## src/rtl/adder_seq_pkg.sv

```systemverilog
// Shared definitions for the sequenced full-adder stream: receiver states,
// err bit positions and the transmitter's 2-bit phase encoding.
package adder_seq_pkg;

  typedef enum logic [2:0] {
    RX_IDLE  = 3'd0,
    RX_ALIGN = 3'd1,
    RX_SUM   = 3'd2,
    RX_CARRY = 3'd3,
    RX_BOTH  = 3'd4
  } rx_state_e;

  localparam int ERR_W    = 3;
  localparam int ERR_ZERO = 0;
  localparam int ERR_HOLD = 1;
  localparam int ERR_OVR  = 2;

  typedef enum logic [1:0] {
    SEQ_IDLE  = 2'd0,
    SEQ_SUM   = 2'd1,
    SEQ_CARRY = 2'd2,
    SEQ_BOTH  = 2'd3
  } seq_phase_e;

endpackage

```

## src/rtl/adder_rx_outbuf.sv

```systemverilog
// Single-entry valid/ready holding register. A word arriving while the
// previous one is still unconsumed is dropped and flagged as an overrun.
module adder_rx_outbuf #(
  parameter int W = 8
) (
  input  logic         CLK,
  input  logic         RST,
  input  logic         push,
  input  logic [W-1:0] word,
  input  logic         ready,
  output logic [W-1:0] data_out,
  output logic         valid,
  output logic         overrun
);

  logic [W-1:0] data_q, data_d;
  logic         valid_q, valid_d;

  always_comb begin
    data_d  = data_q;
    valid_d = valid_q;
    overrun = 1'b0;
    if (push) begin
      if (!valid_q || ready) begin
        data_d  = word;
        valid_d = 1'b1;
      end else begin
        overrun = 1'b1;
      end
    end else if (valid_q && ready) begin
      valid_d = 1'b0;
    end
  end

  always_ff @(posedge CLK) begin
    if (RST) begin
      data_q  <= '0;
      valid_q <= 1'b0;
    end else begin
      data_q  <= data_d;
      valid_q <= valid_d;
    end
  end

  assign data_out = data_q;
  assign valid    = valid_q;

endmodule

```

## src/rtl/adder_stream_rx.sv

```systemverilog
// Receiver for the sequenced full-adder stream: tracks the sequencer's phase
// cycle, checks phase discipline and packs N "both" pairs into a 2N-bit word.
module adder_stream_rx
  import adder_seq_pkg::*;
#(
  parameter int N = 4
) (
  input  logic             CLK,
  input  logic             RST,
  input  logic             start,
  input  logic             rst,
  input  logic             S_in,
  input  logic             COUT_in,
  input  logic             clr_err,
  output logic [2*N-1:0]   data_out,
  output logic             valid,
  input  logic             ready,
  output logic [ERR_W-1:0] err,
  output logic [2:0]       phase
);

  localparam int W  = 2 * N;
  localparam int CW = (N > 1) ? $clog2(N) : 1;

  rx_state_e        state_q, state_d;
  logic [CW-1:0]    cnt_q, cnt_d;
  logic [W-1:0]     sr_q, sr_d;
  logic             s_hold_q, s_hold_d;
  logic             c_hold_q, c_hold_d;
  logic [ERR_W-1:0] err_q, err_d;

  logic [W-1:0]     pair_w;
  logic [W-1:0]     word;
  logic             push;
  logic             ovr;
  logic [1:0]       chk_ev;

  // New pair enters at the top so frame 0 ends up in the LSBs after N shifts.
  always_comb begin
    pair_w        = '0;
    pair_w[W-1]   = COUT_in;
    pair_w[W-2]   = S_in;
    word          = (sr_q >> 2) | pair_w;
  end

  always_comb begin
    state_d  = state_q;
    cnt_d    = cnt_q;
    sr_d     = sr_q;
    s_hold_d = s_hold_q;
    c_hold_d = c_hold_q;
    chk_ev   = '0;
    push     = 1'b0;
    case (state_q)
      RX_IDLE:  if (start && !rst) state_d = RX_ALIGN;
      RX_ALIGN: state_d = RX_SUM;
      RX_SUM: begin
        s_hold_d         = S_in;
        chk_ev[ERR_ZERO] = COUT_in;
        state_d          = RX_CARRY;
      end
      RX_CARRY: begin
        c_hold_d         = COUT_in;
        chk_ev[ERR_ZERO] = S_in;
        state_d          = RX_BOTH;
      end
      RX_BOTH: begin
        chk_ev[ERR_HOLD] = (S_in != s_hold_q) || (COUT_in != c_hold_q);
        sr_d             = word;
        if (cnt_q == CW'(N - 1)) begin
          cnt_d = '0;
          push  = 1'b1;
        end else begin
          cnt_d = cnt_q + CW'(1);
        end
        state_d = RX_SUM;
      end
      default: state_d = RX_IDLE;
    endcase
    // Frame abort discards the partial word; output buffer and err survive.
    if (rst && state_q != RX_IDLE) begin
      state_d  = RX_IDLE;
      cnt_d    = '0;
      sr_d     = '0;
      s_hold_d = 1'b0;
      c_hold_d = 1'b0;
      chk_ev   = '0;
      push     = 1'b0;
    end
  end

  always_comb begin
    err_d           = clr_err ? '0 : err_q;
    err_d[ERR_ZERO] = err_d[ERR_ZERO] | chk_ev[ERR_ZERO];
    err_d[ERR_HOLD] = err_d[ERR_HOLD] | chk_ev[ERR_HOLD];
    err_d[ERR_OVR]  = err_d[ERR_OVR]  | ovr;
  end

  always_ff @(posedge CLK) begin
    if (RST) begin
      state_q  <= RX_IDLE;
      cnt_q    <= '0;
      sr_q     <= '0;
      s_hold_q <= 1'b0;
      c_hold_q <= 1'b0;
      err_q    <= '0;
    end else begin
      state_q  <= state_d;
      cnt_q    <= cnt_d;
      sr_q     <= sr_d;
      s_hold_q <= s_hold_d;
      c_hold_q <= c_hold_d;
      err_q    <= err_d;
    end
  end

  adder_rx_outbuf #(.W(W)) u_outbuf (
    .CLK      (CLK),
    .RST      (RST),
    .push     (push),
    .word     (word),
    .ready    (ready),
    .data_out (data_out),
    .valid    (valid),
    .overrun  (ovr)
  );

  assign err   = err_q;
  assign phase = state_q;

endmodule

```

## config.mk

```make
export PLATFORM = sky130hd
export DESIGN_NAME = adder_stream_rx
export DESIGN_NICKNAME = d
export VERILOG_FILES = /design/src/rtl/adder_seq_pkg.sv /design/src/rtl/adder_rx_outbuf.sv /design/src/rtl/adder_stream_rx.sv
export SDC_FILE = /design/constraint.sdc
export NUM_CORES = 1
export LEC_CHECK = 0
export ABC_AREA = 0
export ABC_CLOCK_PERIOD_IN_PS = 1600
export BUFFER_PORTS_ARGS = -buffer_cell sky130_fd_sc_hd__buf_2
export CORE_MARGIN = 2
export CORE_UTILIZATION = 47
export DETAILED_ROUTE_END_ITERATION = 10
export GPL_TIMING_DRIVEN = 0
export PLACE_DENSITY_LB_ADDON = 0.25
export SLEW_MARGIN = 20
export SYNTH_ARGS = -nofsm -noshare
export SYNTH_HDL_FRONTEND = slang
export SYNTH_SLANG_ARGS = --single-unit
```

## constraint.sdc

```tcl
create_clock -name CLK -period 1.6 [get_ports CLK]
set_clock_uncertainty 0.15 [all_clocks]
set_input_delay 0 -clock CLK [delete_from_list [all_inputs] [get_ports CLK]]
set_output_delay 0 -clock CLK [all_outputs]
set_load 0.01 [all_outputs]
```

==> out/qor.yml <==
endpoint_kind: "flop"
postRouteAntennaNets: 0
path_cells: "or3b_4 > nor3b_4 > buf_6 > mux2i_1"
synth.ff_latch_count: 25
tns_ns: 0
grt_overflow: 0
slowest_delay_ns: 0.42
status: "completed"
wl_per_cell_um: 12.2
hp-class: "flop to flop"
fin_cells: 180
diodes: 0
drive_gt1_frac: 0.276
die_w_um: 51.8
n_fill_cell: 192
dp.cells: 165
worst-setup-path-type: "flop to flop"
worst_slack_ns: 0.0133
core-area_um2: 2190
io_buffer_count: 22
netlist_instances: 115
synth_area_um2: 1070
maxSlewHeadroom: 0.706
drcViolationCount: 0
worst_pin_slew_ns: 0.441
pin_count: 23
gr-usage-all-layers: 0.182
multi_input_area_um2: 539
rsz0062_at_grt: "true"
clk-insertion-delay-late_ns: 0.31
ir_worst_vdd_mv: 0.455
final_nets: 162
critPathSlowestCell: "or3b_4"
dieArea_um2: 2680
cts_tree: "yes"
die_h_um: 51.8
antenna_found_initial: 0
arrival_ns: 1.69
first_global_vias: 847
cap_viol_max_count: 0
start_util: 0.489
yosysTopAreaCell: "dfxtp_1"
h-tree-depth: 1
dp_hpwl_mm: 1.50
drv_slew: 0
area_growth_pct: 27.3
cts_max_path_buffers: 2
drt_pass1_iterations: 4
finalPower_mw: 1.01
cts.clk_slew.worst_paths_ns: 0.14
seq_area_um2: 512
hold_violations: 0
placed_area_um2: 1220
grt_pass1_wl_mm: 3.60
yosysSeqAreaShare: 0.467
drt_iter0_markers: 9
max_freq_mhz: 630
grt_max_degree: 15
postLayoutCellArea_um2: 1370
synth_top_area_share: 0.467
synth_cell_type_count: 26
cts.sinks: 25
setup.worst_path.start_class: "flop"
period_share: 0.992
vias: 886
synth_fp_nets: 124
power_density_nw_per_um2: 738
final.min_clock_period_ns: 1.59
ys.warnings.count: 0
clockRootBuffer: "clkbuf_4"
gp_congestion: 0.766
crit_family: "simple AND/OR/NAND/NOR gates"
cp.required_ns: 1.70
setup_violations: 0
cp_max_fo: 8
p_leak_nw: 0.545
cp.buffers_inverters: 1
final_cell_mix: "buf_2 (23), dfxtp_1 (22), nand2_1 (17), nand2b_1 (17), mux2i_1 (11)"
drt-total-wl_mm: 2.20
avgViaCountPerCell: 4.92
dp_slack_ns: -0.0863
synth_area_per_cell_um2: 9.32
synth_area_leaders: "dfxtp_1 (47%), mux2i_1 (10%), nand2b_1 (9.9%)"
rows: 17
numCtsBuffers: 3
final_common_cell: "buf_2"
[worst reg2reg max path: stages, from the launching register on]
cell     delay, ns
dfxtp_4       0.38
or3b_4        0.43
nor3b_4       0.20
buf_6         0.17
mux2i_1       0.20
[sequential cells by signal, indices dropped and copies added (netlist names)]
register,flops
err,3
u_outbuf.data_out,8
phase,3
u_outbuf.valid,1
c_hold_q,1
sr_q,6
s_hold_q,1
cnt_q,2
[synthesized netlist by cell type]
cell type and count:
a32oi_1 1, or3b_4 1, ha_1 1, o21a_1 1
nor2_1 8, o31ai_1 1, o32ai_1 1, or3_1 1
xor2_1 2, or4b_1 1, or2_2 1, a21oi_1 10
nand2b_1 17, nand2_1 17, nor3b_2 2, xnor2_1 1
nor4_1 1, inv_1 1, nor3b_1 1, mux2i_1 11
buf_6 2, nor2b_1 2, buf_2 2, dfxtp_1 25
nand3b_1 1, clkbuf_1 3
[kinds of logic after synthesis]
logic type	count (synthesis)	share of synthesized area
flip-flops	25	0.467
XOR/XNOR	3	0.0245
AO/OA/AOI/OAI	14	0.0770
adder cells (fa/ha/maj)	1	0.0117
buffers and inverters	8	0.0443
multiplexers	11	0.103
AND/OR/NAND/NOR	53	0.273
[routing by layer]
| layer | vias up | GRT usage | share of wire |
|---|---|---|---|
| met3 | 2 | 0.0259 | 0.026 |
| li1 | 458 | - | - |
| met4 | 0 | 0.0789 | 0.0077 |
| met5 | - | 0 | 0 |
| met2 | 12 | 0.327 | 0.52 |
| met1 | 414 | 0.213 | 0.45 |
[power breakdown]
group / leakage (nW) / switching, mW / internal, mW / total, mW
Clock: 0.0177 / 0.187 / 0.0935 / 0.281
Sequential: 0.204 / 0.00622 / 0.625 / 0.631
Combinational: 0.324 / 0.0438 / 0.0517 / 0.0955
[final cells by class]
type	count	area share
plain buffers	5	0.0202
clock buffers	3	0.0165
clock inverters	1	0.00367
inverters	1	0.00275
multi-input cells	82	0.395
flip-flops and latches	25	0.375
well taps	28	0.0257
repair buffers	35	0.161
[through the flow]
stage	hold WS, ns	utilization
6_report	0.316	0.623
5_1_grt	0.345	0.623
4_1_cts	0.319	0.611
3_5_place_dp	0.139	0.556
3_3_place_gp	0.125	0.556
2_1_floorplan	-0.0140	-
[path summary, 6_finish.rpt]
path                                       startpoint                                 to  slack, ns  depth (start not counted)
worst max-delay path            phase[1]$_SDFFE_PP0P_  u_outbuf.data_out[3]$_SDFFE_PP0P_       0.01                          4
worst min-delay path                err[0]$_SDFF_PP0_                  err[0]$_SDFF_PP0_       0.32                          2
worst max register to register  phase[1]$_SDFFE_PP0P_  u_outbuf.data_out[3]$_SDFFE_PP0P_       0.01                          4
worst min register to register      err[0]$_SDFF_PP0_                  err[0]$_SDFF_PP0_       0.32                          2
[timing repair]
| action | in CTS | in global routing |
|---|---|---|
| pin swaps | 2 | 0 |
| endpoints found under the setup margin | 9 | 9 |
| resized for setup | 5 | 4 |
| buffers inserted | 4 | 2 |
| hold buffers | 7 | 0 |
| endpoints found under the hold margin | 13 | 0 |
Power figures use the tool's default switching activity.
